### config.mk
export PLATFORM = sky130hd
export DESIGN_NAME = or_merge_pipe
export DESIGN_NICKNAME = d
export VERILOG_FILES = /design/src/rtl/or_merge_pkg.sv /design/src/rtl/or_merge_stage.sv /design/src/rtl/or_merge_pipe.sv
export SDC_FILE = /design/constraint.sdc
export NUM_CORES = 1
export LEC_CHECK = 0
export ABC_AREA = 0
export BUFFER_PORTS_ARGS = -buffer_cell sky130_fd_sc_hd__buf_2
export CAP_MARGIN = 20
export CORE_AREA = 2 2 39 41
export CTS_CLUSTER_DIAMETER = 60
export CTS_CLUSTER_SIZE = 14
export DETAILED_ROUTE_END_ITERATION = 10
export DIE_AREA = 0 0 41 43
export HOLD_SLACK_MARGIN = 0.06
export PLACE_DENSITY = 0.45
export SLEW_MARGIN = 10
export SYNTH_ARGS = -nofsm -noshare
export SYNTH_HDL_FRONTEND = slang
export SYNTH_HIERARCHICAL = 1
export SYNTH_SLANG_ARGS = --single-unit
### constraint.sdc
create_clock -name clk -period 2 [get_ports clk]
set_clock_uncertainty 0.05 [all_clocks]
set_input_delay 0.2 -clock clk [delete_from_list [all_inputs] [get_ports clk]]
set_output_delay 0.2 -clock clk [all_outputs]
set_load 0.1 [all_outputs]
### src/rtl/or_merge_pkg.sv
// Shared constants and types for the OR-merge pipeline.
// Stage record layout, default geometry and occupancy width helper.
package or_merge_pkg;

  localparam int DEF_WIDTH = 1;
  localparam int DEF_DEPTH = 2;

  // Occupancy counts 0..DEPTH inclusive, hence DEPTH+1 codes.
  function automatic int occ_width(input int depth);
    return $clog2(depth + 1);
  endfunction

  // Default-width record; stages declare the same layout at their own WIDTH.
  typedef struct packed {
    logic                 vld;
    logic [DEF_WIDTH-1:0] dat;
  } stage_t;

endpackage

### src/rtl/or_merge_stage.sv
// One pipeline stage: valid/data register, OR merge of the side lane on load.
// Latency: 1 cycle from load to registered output.
// Backpressure: holds its word unless it advances or is overwritten by a load.
module or_merge_stage
  import or_merge_pkg::*;
#(
  parameter int WIDTH = DEF_WIDTH
) (
  input  logic             clk,
  input  logic             rst,
  input  logic             clr,
  input  logic             load,
  input  logic             adv,
  input  logic [WIDTH-1:0] up_dat,
  input  logic [WIDTH-1:0] side_dat,
  output logic             vld,
  output logic [WIDTH-1:0] dat,
  output logic             vld_nxt
);

  typedef struct packed {
    logic             vld;
    logic [WIDTH-1:0] dat;
  } stage_rec_t;

  stage_rec_t q;

  // A load wins over an advance: the slot is refilled as its word leaves.
  always_comb begin
    vld_nxt = q.vld;
    if (clr)       vld_nxt = 1'b0;
    else if (load) vld_nxt = 1'b1;
    else if (adv)  vld_nxt = 1'b0;
  end

  always_ff @(posedge clk) begin
    if (rst) begin
      q <= '0;
    end else begin
      q.vld <= vld_nxt;
      if (load && !clr) q.dat <= up_dat | side_dat;
    end
  end

  assign vld = q.vld;
  assign dat = q.dat;

endmodule

### src/rtl/or_merge_pipe.sv
// DEPTH-stage pipeline ORing a per-stage side lane into each word; optional flush via OR_MERGE_PIPE_FLUSH_EN.
// Latency: DEPTH cycles from acceptance to out_valid; 1 word/cycle sustained.
// Backpressure: bubbles collapse; out_ready ripples combinationally to in_ready.
module or_merge_pipe
  import or_merge_pkg::*;
#(
  parameter  int WIDTH = DEF_WIDTH,
  parameter  int DEPTH = DEF_DEPTH,
  localparam int OCC_W = occ_width(DEPTH)
) (
  input  logic                   clk,
  input  logic                   rst,
  input  logic                   in_valid,
  output logic                   in_ready,
  input  logic [WIDTH-1:0]       in_data,
  input  logic [DEPTH*WIDTH-1:0] side_data,
  output logic                   out_valid,
  input  logic                   out_ready,
  output logic [WIDTH-1:0]       out_data,
  output logic [OCC_W-1:0]       occupancy
`ifdef OR_MERGE_PIPE_FLUSH_EN
  ,
  input  logic                   flush
`endif
);

  logic [DEPTH-1:0] v;
  logic [DEPTH-1:0] v_nxt;
  logic [DEPTH-1:0] adv;
  logic [DEPTH-1:0] load;
  logic [WIDTH-1:0] d [DEPTH];
  logic [OCC_W-1:0] occ_nxt;
  logic             flush_act;

`ifdef OR_MERGE_PIPE_FLUSH_EN
  assign flush_act = flush;
`else
  assign flush_act = 1'b0;
`endif

  // Ready chain resolved tail-first so each stage sees its successor's advance.
  always_comb begin
    adv = '0;
    adv[DEPTH-1] = v[DEPTH-1] & out_ready;
    for (int k = DEPTH - 2; k >= 0; k--) begin
      adv[k] = v[k] & (~v[k+1] | adv[k+1]);
    end
  end

  assign in_ready = (~v[0] | adv[0]) & ~flush_act;

  always_comb begin
    load = '0;
    load[0] = in_valid & in_ready;
    for (int k = 1; k < DEPTH; k++) begin
      load[k] = adv[k-1];
    end
  end

  for (genvar k = 0; k < DEPTH; k++) begin : g_stage
    logic [WIDTH-1:0] up_dat;
    if (k == 0) begin : g_head
      assign up_dat = in_data;
    end else begin : g_body
      assign up_dat = d[k-1];
    end

    or_merge_stage #(.WIDTH(WIDTH)) u_stage (
      .clk      (clk),
      .rst      (rst),
      .clr      (flush_act),
      .load     (load[k]),
      .adv      (adv[k]),
      .up_dat   (up_dat),
      .side_dat (side_data[k*WIDTH +: WIDTH]),
      .vld      (v[k]),
      .dat      (d[k]),
      .vld_nxt  (v_nxt[k])
    );
  end

  always_comb begin
    occ_nxt = '0;
    for (int k = 0; k < DEPTH; k++) begin
      occ_nxt = occ_nxt + OCC_W'(v_nxt[k]);
    end
  end

  always_ff @(posedge clk) begin
    if (rst) occupancy <= '0;
    else     occupancy <= occ_nxt;
  end

  assign out_valid = v[DEPTH-1];
  assign out_data  = d[DEPTH-1];

endmodule
==> results.yml <==
power:
  p_comb_frac: 0.175
  power_switching_uw: 88.8
  intPower_uw: 217
  pwr-share-seq: 0.418
  p_sw_frac: 0.291
  power.total_uw: 305
  powerDensity_nw_per_um2: 686
  ir_drop_uv: 230
  pwr-share-clk: 0.407
  p_leak_nw: 0.225
drt:
  top_layer: "met3"
  drt-total-wl_um: 504
  route.detailed.drc: 0
  routedWlPerCell_um: 7.30
  ant_nets: 0
  drtPass1Iterations: 1
  drt_iter0_drc: 0
  wl_met2_um: 254
  via_per_inst: 3.70
  wl_met1_um: 226
  num_vias: 255
  dr_wl_met3_um: 23
critical_path:
  crit_path_start_kind: "flip-flop"
  crit_type: "flip-flop to flip-flop"
  slowest_stage: "dfxtp_1"
  cp_num_buf_inv: 0
  worstPathRequired_ns: 2.08
  crit_arrival_ns: 1.70
  end_kind: "flip-flop"
  worstPathCellList: "a21boi_0 -> nand2b_1 -> a21oi_1 -> ha_1 -> nor2b_1"
  max_stage_delay_ns: 0.39
  crit_fanout: 4
  critPathTopFamily: "compound AO/OA/AOI/OAI gates"
timing:
  tns_ns: 0
  fin_crit_sh: 0.808
  hold_ws_ns: 0.151
  setup_viol_count_final: 0
  fin_crit_ns: 1.62
  final-max-slew-violation-count: 0
  fmax_ghz: 0.619
  timing.final.ws_setup_ns: 0.384
  rsz0062_at_grt: "false"
  finalHoldViolCount: 0
floorplan:
  dieArea_sq_um: 1760
  start_util: 0.227
  io_pins: 12
  coreArea_sq_um: 1380
  die_h_um: 43
  die_x_um: 41
  rows: 14
layout:
  fin_area_sq_um: 445
  fin_util: 0.322
  fillers: 155
  stdcell_count: 69
  layout.nets: 62
  multiInputGateArea_sq_um: 201
  area_delta_synth_final_pct: 41.8
  final_layout_size_suffix_gt1_frac: 0.396
  regArea_sq_um: 124
  diodes: 0
clocking:
  cts_max_level: 1
  post_cts_buffers: 0
  cts-resized-gates: 0
  cts_buffers: 3
  ctsLongestPathBuffers: 2
  ctsHoldBuffers: 0
  cts_sinks: 6
  cts_tree: "done"
  insertion_delay_ns: 0.25
  cts_root_buffer: "clkbuf_4"
  clk_pin_slew_worst_paths_ns: 0.06
global_route:
  grt_max_degree: 7
  antenna_found_initial: 0
  grt_pass1_wl_um: 779
  grt_usage: 0.0704
  gr-total-overflow: 0
  grt_pass1_vias: 219
placed_design:
  placed_cells: 65
  preCtsSetupSlack_ns: 0.383
  hpwl_um: 395
  gp_congestion: 0.607
  io_buffers: 11
  place_area_sq_um: 419
job:
  cap_viol_max_count: 0
yosys:
  yosys_warnings: 6
  syn_inst: 31
  synth_area_sq_um: 314
  syn_avg_cell_area_sq_um: 10.1
  synth_cell_types: 14
  synth_seq_cells: 6
  ys_seq_area_frac: 0.382
run_status:
  status: "finished clean"
min_path:
  hold_path.class: "input port to flip-flop"
## flip-flops by register name, summed over array words and instances, names as in the netlist
| register | cells |
|---|---|
| g_stage.u_stage/dat | 2 |
| g_stage.u_stage/vld | 2 |
| occupancy | 2 |
## cells in the mapped netlist (all sizes together)
cell type | instances | area (sq um)
dfxtp | 6 | 120
nand3b | 1 | 20.0
inv | 5 | 18.8
and2 | 2 | 13.8
nand2b | 4 | 25.0
nor4b | 2 | 30.0
nor2b | 2 | 12.5
a21boi | 1 | 7.51
ha | 1 | 12.5
a211oi | 4 | 40.0
a21oi | 2 | 10.0
conb | 1 | 3.75
## layout by cell type (no fill, tap or decap), drive strengths merged
master	Yosys	layout
nand3b	1	1
dfxtp	6	6
conb	1	8
nor4b	2	2
nor2b	2	2
and2	2	2
ha	1	1
inv	5	5
a21boi	1	1
nand2b	4	4
a211oi	4	4
a21oi	2	2
buf	0	11
clkbuf	0	4
## power by group through the flow
stage	clock network, mW	logic, mW	registers [mW]
2_1_floorplan	0	0.0185	0.152
3_3_place_gp	0	0.0540	0.130
3_5_place_dp	0	0.0539	0.130
4_1_cts	0.132	0.0540	0.128
5_1_grt	0.137	0.0581	0.128
6_report	0.124	0.0534	0.128
## per-layer routing
| layer | GRT usage | up-vias |
|---|---|---|
| met2 | 0.0875 | 5 |
| met4 | 0.100 | 0 |
| met3 | 0 | 0 |
| met5 | 0 | - |
| met1 | 0.0871 | 111 |
| li1 | - | 139 |
## worst paths after layout
path,from,endpoint,slack [ns],cells past startpoint
worst min register to register,g_stage[1].u_stage/dat,g_stage[1].u_stage/dat,0.41,2
worst max-delay path,g_stage[0].u_stage/vld,occupancy[0],0.38,5
worst min-delay path,rst,g_stage[0].u_stage/dat,0.15,2
worst max register to register,g_stage[0].u_stage/vld,occupancy[0],0.38,5
## worst reg2reg max path, cell delays in order, from the launching register on
cell and delay, ns:
dfxtp_1 0.39, a21boi_0 0.39, nand2b_1 0.19, a21oi_1 0.08, ha_1 0.28, nor2b_1 0.12
## area by class of cell
cell class                      count  area share
Multi-Input combinational cell     27       0.452
Sequential cell                     6       0.278
Timing Repair Buffer               11       0.124
Clock buffer                        4      0.0590
Tap cell                           16      0.0449
Inverter                            5      0.0421
## cell families after synthesis
family                     share of synthesized area
other                                         0.0119
adders and majority gates                     0.0398
DFF                                            0.382
and+or+nand+nor                                0.323
AOI/OAI and AO/OA                              0.183
buffers and inverters                         0.0598
Note: power is estimated with default switching activity, not from simulation.
